**src/rtl/sync_debounce.sv**
```systemverilog
// Conditions one raw asynchronous input: synchronizer, consecutive-sample debounce filter, registered edge detect.
// Clean step reaches level after SYNC_STAGES+DEBOUNCE_CYCLES clk edges; no flow control, the input is sampled every cycle.
module sync_debounce #(
  parameter int SYNC_STAGES     = 2,
  parameter int DEBOUNCE_CYCLES = 50000
) (
  input  logic clk,
  input  logic rst_n,
  input  logic async_in,
  output logic level,
  output logic rise_pulse,
  output logic fall_pulse,
  output logic busy
);

  localparam int CNT_W = $clog2(DEBOUNCE_CYCLES) + 1;
  localparam logic [CNT_W-1:0] CNT_LAST = CNT_W'(DEBOUNCE_CYCLES - 1);

  generate
    if (SYNC_STAGES < 2) begin : g_bad_sync_stages
      $error("sync_debounce: SYNC_STAGES must be 2 or more");
    end
    if (DEBOUNCE_CYCLES < 1) begin : g_bad_debounce_cycles
      $error("sync_debounce: DEBOUNCE_CYCLES must be 1 or more");
    end
  endgenerate

  typedef enum logic {
    STABLE = 1'b0,
    CHECK  = 1'b1
  } state_t;

  logic [SYNC_STAGES-1:0] sync_q;
  logic                   sync_out;
  logic [CNT_W-1:0]       cnt;
  logic [CNT_W-1:0]       cnt_nxt;
  logic                   level_nxt;
  logic                   rise_nxt;
  logic                   fall_nxt;
  state_t                 state;

  // Plain shift chain: nothing may sit between these flops.
  always_ff @(posedge clk or negedge rst_n) begin
    if (!rst_n) begin
      sync_q <= '0;
    end else begin
      sync_q <= {sync_q[SYNC_STAGES-2:0], async_in};
    end
  end

  assign sync_out = sync_q[SYNC_STAGES-1];

  // The filter state is carried entirely by the counter value.
  assign state = (cnt == '0) ? STABLE : CHECK;

  always_comb begin
    cnt_nxt   = cnt;
    level_nxt = level;
    rise_nxt  = 1'b0;
    fall_nxt  = 1'b0;
    case (state)
      STABLE: begin
        if (sync_out != level) begin
          if (DEBOUNCE_CYCLES == 1) begin
            level_nxt = sync_out;
            rise_nxt  = sync_out;
            fall_nxt  = ~sync_out;
          end else begin
            cnt_nxt = CNT_W'(1);
          end
        end
      end
      CHECK: begin
        if (sync_out == level) begin
          cnt_nxt = '0;
        end else if (cnt == CNT_LAST) begin
          level_nxt = ~level;
          rise_nxt  = ~level;
          fall_nxt  = level;
          cnt_nxt   = '0;
        end else begin
          cnt_nxt = cnt + CNT_W'(1);
        end
      end
      default: begin
        cnt_nxt = '0;
      end
    endcase
  end

  always_ff @(posedge clk or negedge rst_n) begin
    if (!rst_n) begin
      cnt        <= '0;
      level      <= 1'b0;
      rise_pulse <= 1'b0;
      fall_pulse <= 1'b0;
      busy       <= 1'b0;
    end else begin
      cnt        <= cnt_nxt;
      level      <= level_nxt;
      rise_pulse <= rise_nxt;
      fall_pulse <= fall_nxt;
      busy       <= (cnt_nxt != '0);
    end
  end

  a_pulses_exclusive: assert property (@(posedge clk) disable iff (!rst_n)
    !(rise_pulse && fall_pulse));

  a_cnt_bounded: assert property (@(posedge clk) disable iff (!rst_n)
    cnt <= CNT_LAST);

  a_busy_tracks_cnt: assert property (@(posedge clk) disable iff (!rst_n)
    busy == (cnt != '0));

endmodule

```
**config.mk**
```make
export PLATFORM = sky130hd
export DESIGN_NAME = sync_debounce
export DESIGN_NICKNAME = d
export VERILOG_FILES = /design/src/rtl/sync_debounce.sv
export SDC_FILE = /design/constraint.sdc
export NUM_CORES = 1
export LEC_CHECK = 0
export ABC_AREA = 1
export ABC_CLOCK_PERIOD_IN_PS = 2100
export CAP_MARGIN = 20
export CORE_ASPECT_RATIO = 1.1
export CORE_MARGIN = 2
export CORE_UTILIZATION = 52
export DETAILED_ROUTE_END_ITERATION = 16
export PLACE_DENSITY = 0.67
export SLEW_MARGIN = 20
export SYNTH_ARGS = -nofsm -noshare
export SYNTH_HDL_FRONTEND = slang
export SYNTH_SLANG_ARGS = --single-unit
```
**constraint.sdc**
```tcl
create_clock -name clk -period 2.1 [get_ports clk]
set_input_delay 0.42 -clock clk [delete_from_list [all_inputs] [get_ports clk]]
set_output_delay 0.42 -clock clk [all_outputs]
set_load 0.1 [all_outputs]
```
* Word level (Yosys, flattened, before mapping)
Cells that the tools add are included.
Word-level totals: bits in registers 23, output and inout bits 4, word-level logic and storage cells 27
Operators by class: add/subtract/negate cells 1, equal/unequal tests 3, mux-type cells 11, bitwise gates (word level) 3, reduce and logical (&&, ||, !) cells 3
Operator list (count):
- 17-bit two-way mux | 3
- 17-bit case mux with 2 select lines | 1
- 17-bit by 1-bit adder with 17-bit output, second input constant | 1
- 17-bit by 16-bit == test with 1-bit output, second input constant | 1
- 17-bit logical NOT | 1
- 17-bit nonzero test | 1
- 1-bit two-way mux | 7
- 1-bit NOT | 3
- 3-bit AND reduction | 1
- 1-bit == test | 1
- 1-bit != test | 1

* Logic depth before layout (Yosys ltp)
depth in word-level cells 5, depth in mapped cells 13

* Worst setup path after synthesis
Ideal clock, no wire load.
path type register -> register, from reg level, to reg busy, arrival 1.943 ns, required time 2.032 ns, setup slack 0.089 ns, cell stages (with the launch flop) 11, path buffers 0, period minus slack after synthesis 2.011 ns, cells stage by stage dfrtp_1 inv_1 nor2_1 nor2_2 inv_2 nand2_2 nor2_4 clkinv_1 a21oi_1 nor2_1 nand3_1
On the way: word-level cells in the longest chain between the ends 4, elaborated cells between the ends (all ways) 6, those cells by class 2 x eq/ne; 3 x mux; 1 x reduce/logical
Ends and longest elaborated chain:
- start: declaration | RTL line 10 | output logic level,
- start signal: assignment | RTL line 100 | level <= level_nxt;
- 1-bit == test or 1-bit != test (tied branches) | RTL line 74, 63
- 17-bit two-way mux, on equally long branches | RTL line 74, 63
- 17-bit case mux with 2 select lines * | RTL line 61 | case (state)
- 17-bit nonzero test * | RTL line 103 | busy <= (cnt_nxt != '0);
- end signal: assignment | RTL line 103
- end: declaration | RTL line 13 | output logic busy
Every way passes the cells marked *; elsewhere a longest branch is shown, timed or not. A chain may end at the register's enable or synchronous reset.

* Worst setup path after layout
from reg cnt[0], to reg busy
On the way: word-level cells in the longest chain between the ends 5, elaborated cells between the ends (all ways) 9, those cells by class 1 x add/sub; 1 x eq/ne; 5 x mux; 2 x reduce/logical
Ends and longest elaborated chain:
- start: declaration | RTL line 35 | logic [CNT_W-1:0] cnt;
- start signal: assignment | RTL line 99 | cnt <= cnt_nxt;
- 17-bit by 1-bit adder with 17-bit output or 17-bit by 16-bit == test with 1-bit output (tied branches) | RTL line 82, 76
- 17-bit two-way mux | RTL line 76 | end else if (cnt == CNT_LAST) begin
- 17-bit two-way mux | RTL line 74 | if (sync_out == level) begin
- 17-bit case mux with 2 select lines * | RTL line 61
- 17-bit nonzero test * | RTL line 103
Marked as above.

==> reports/qor.yml <==
grt_first_pass_wirelength_microns: 6300
cts.sinks: 23
hold_violations: 0
drc: 0
setup_slack_ns: 0.181
yosysMostFrequentCell: "nand2_1"
yosysUniqueCellTypes: 22
pre_cts_ws_ns: 0.275
clock_latency_ns: 0.31
design.portCount: 7
synth.area.top_cells: "dfrtp_1 38%, nand2_1 13%, nor2_1 10%, inv_1 7.8%, nand3_1 7.3%"
clkPwrFrac: 0.193
crit_end: "busy"
cap_violations: 0
die_w_microns: 55.2
synth_top_area_cell: "dfrtp_1"
power_leakage_nw: 0.841
ff2ff_path_depth: 13
rsz0062_at_grt: "no"
worstSetupStartpoint: "cnt[0]"
p_int_w: 0.000642
fin_area_sq_mm: 0.00163
fin_crit_sh: 0.914
synth_xor_area_frac: 0.0117
fp-row-count: 20
ant_nets: 0
drive_gt1_frac: 0.155
grt_use_total: 0.246
r2r_slack_ns: 0.18
p_seq_frac: 0.481
synth.ff_latch_count: 23
power_w: 0.00105
report.final.setup_viol: 0
regToRegEndpoint: "busy"
seqCellArea_sq_um: 576
ys_top_cells_by_count: "53 x nand2_1, 40 x nor2_1, 31 x inv_1"
multi_input_area_sq_um: 793
worstMarginPinSlew_ns: 0.343
ys.flop_type: "dfrtp_1"
via_count: 1421
synth_compound_area_frac: 0.0417
crit_type: "reg2reg"
swShare: 0.389
antenna_found_initial: 0
clk_path_buf_depth: 2
routed_wl_microns: 3770
worstPathMaxFanout: 5
dieArea_sq_mm: 0.00333
drt-vias-per-instance: 5.34
synth_fa_ha_area_frac: 0.0167
layout_min_cycle_time_ns: 1.92
dr.pass1.iters: 4
worstSetupEndpointType: "register"
initial_utilization: 0.545
ir_drop_v: 0.000754
diodes: 0
fin_nets: 239
comb_power_share: 0.327
postSynthCellCount: 221
postCtsSetupRepairBufs: 0
synth_edf_count: 0
overflow: 0
synth_area_sq_mm: 0.00150
tritoncts: "built"
yosys.area_share.simple: 0.459
worstPathRequired_ns: 2.31
cp-start-kind: "register"
htreeDepth: 1
fillers: 259
p_sw_w: 0.000408
netlist.area_leader.share: 0.384
ctsHoldBuffers: 0
hpwl_microns: 3010
slew_headroom: 0.771
wire_per_inst_microns: 14.2
die_y_microns: 60.3
arrival_ns: 2.12
hold_class: "reg2reg"
max_freq_mhz: 521
clkTransAtPathRegs_ns: 0.13
cts_made_buffers: 3
syn_area_per_cell_sq_um: 6.79
drtIter0Drc: 65
fin_util: 0.594
grt_max_degree: 24
syn_nets: 226
place.gp.congestion: 0.947
place_area_sq_mm: 0.00161
coreArea_sq_mm: 0.00275
r2r_start: "cnt[0]"
yosys_warnings: 0
synth_top_family_by_area: "simple AND/OR/NAND/NOR gates"
io_buffer_count: 6
first_global_vias: 1361
yosys-mux-area-fraction: 0
cellPowerDensity_mw_per_mm2: 643
ys_seq_area_frac: 0.384
fin_skew_ns: 0.0101
outcome: "finished clean"
syn_to_final_growth_pct: 8.92
cts_resized: 0
synth-async-reset-ratio: 1.00
tns_ns: 0
drv_slew: 0
cts_root_buffer: "clkbuf_4"
-- power by group through the flow --
| stage | registers, W | logic, W | clock network (W) |
|---|---|---|---|
| after global routing | 0.000508 | 0.000375 | 0.000230 |
| after floorplan | 0.000575 | 0.000185 | 0 |
| after detailed placement | 0.000513 | 0.000338 | 0 |
| final | 0.000505 | 0.000343 | 0.000202 |
| after CTS | 0.000504 | 0.000342 | 0.000211 |
| after global placement | 0.000512 | 0.000339 | 0 |
-- flip-flops by register name (all words and copies together), names as in the netlist --
register / cells
busy: 1
rise_pulse: 1
fall_pulse: 1
cnt: 17
sync_q: 2
level: 1
-- per-stage QoR --
step / hold slack (ns) / cells
global route: 0.377 / 266
floorplan: 0.124 / 221
finish: 0.366 / 266
global placement: 0.344 / 262
detailed placement: 0.341 / 262
CTS: 0.371 / 266
-- layout by cell type (no fill, tap or decap), types with 6 or more instances in the layout --
cell type,synthesis,final
buf_4,0,6
dfrtp_1,23,23
inv_1,31,31
nand2_1,53,53
nand2_2,6,6
nand3_1,22,22
nand4_1,6,6
nor2_1,40,40
nor2_2,11,11
-- worst min-delay path by stage --
stage | start | to | slack (ns) | cells after the start
after floorplan | rst_n | busy | 0.12 | 0
after global placement | sync_q[0] | sync_q[1] | 0.34 | 0
after detailed placement | sync_q[0] | sync_q[1] | 0.34 | 0
after CTS | sync_q[0] | sync_q[1] | 0.37 | 0
after global routing | sync_q[0] | sync_q[1] | 0.38 | 0
final | sync_q[0] | sync_q[1] | 0.37 | 0
-- logic make-up (layout without fill, tap and decap cells) --
| family | count (synthesis) | in the layout |
|---|---|---|
| AO/OA/AOI/OAI | 11 | 11 |
| XOR/XNOR | 2 | 2 |
| adder cells (fa/ha/maj) | 2 | 2 |
| buffers and inverters | 35 | 47 |
| flip-flops | 23 | 23 |
| AND/OR/NAND/NOR | 148 | 148 |
-- layout make-up --
type                    count  share of cell area
multi-input cells         163               0.485
clock buffers               3              0.0138
inverters                  35              0.0804
flip-flops and latches     23               0.352
repair buffers              8              0.0398
clock inverters             1             0.00306
well taps                  33              0.0253
-- critical path, cell delays in order, from the launching register on --
cell     delay, ns
dfrtp_1       0.43
inv_1         0.12
ha_1          0.22
inv_1         0.05
nor2_1        0.08
nand2_1       0.08
nor2_2        0.15
nand2_2       0.10
nand2_2       0.10
nor2_4        0.06
o21ai_1       0.09
nand2_1       0.09
nor2_1        0.14
nand3_1       0.10
-- layer usage --
layer / global-route usage / vias to the layer above / routed length (microns)
met5: 0 / - / 0
met4: 0.118 / 0 / 87
met3: 0.0362 / 12 / 228
met2: 0.417 / 57 / 1770
met1: 0.317 / 641 / 1680
li1: - / 711 / -
(Power assumes the default switching activity.)
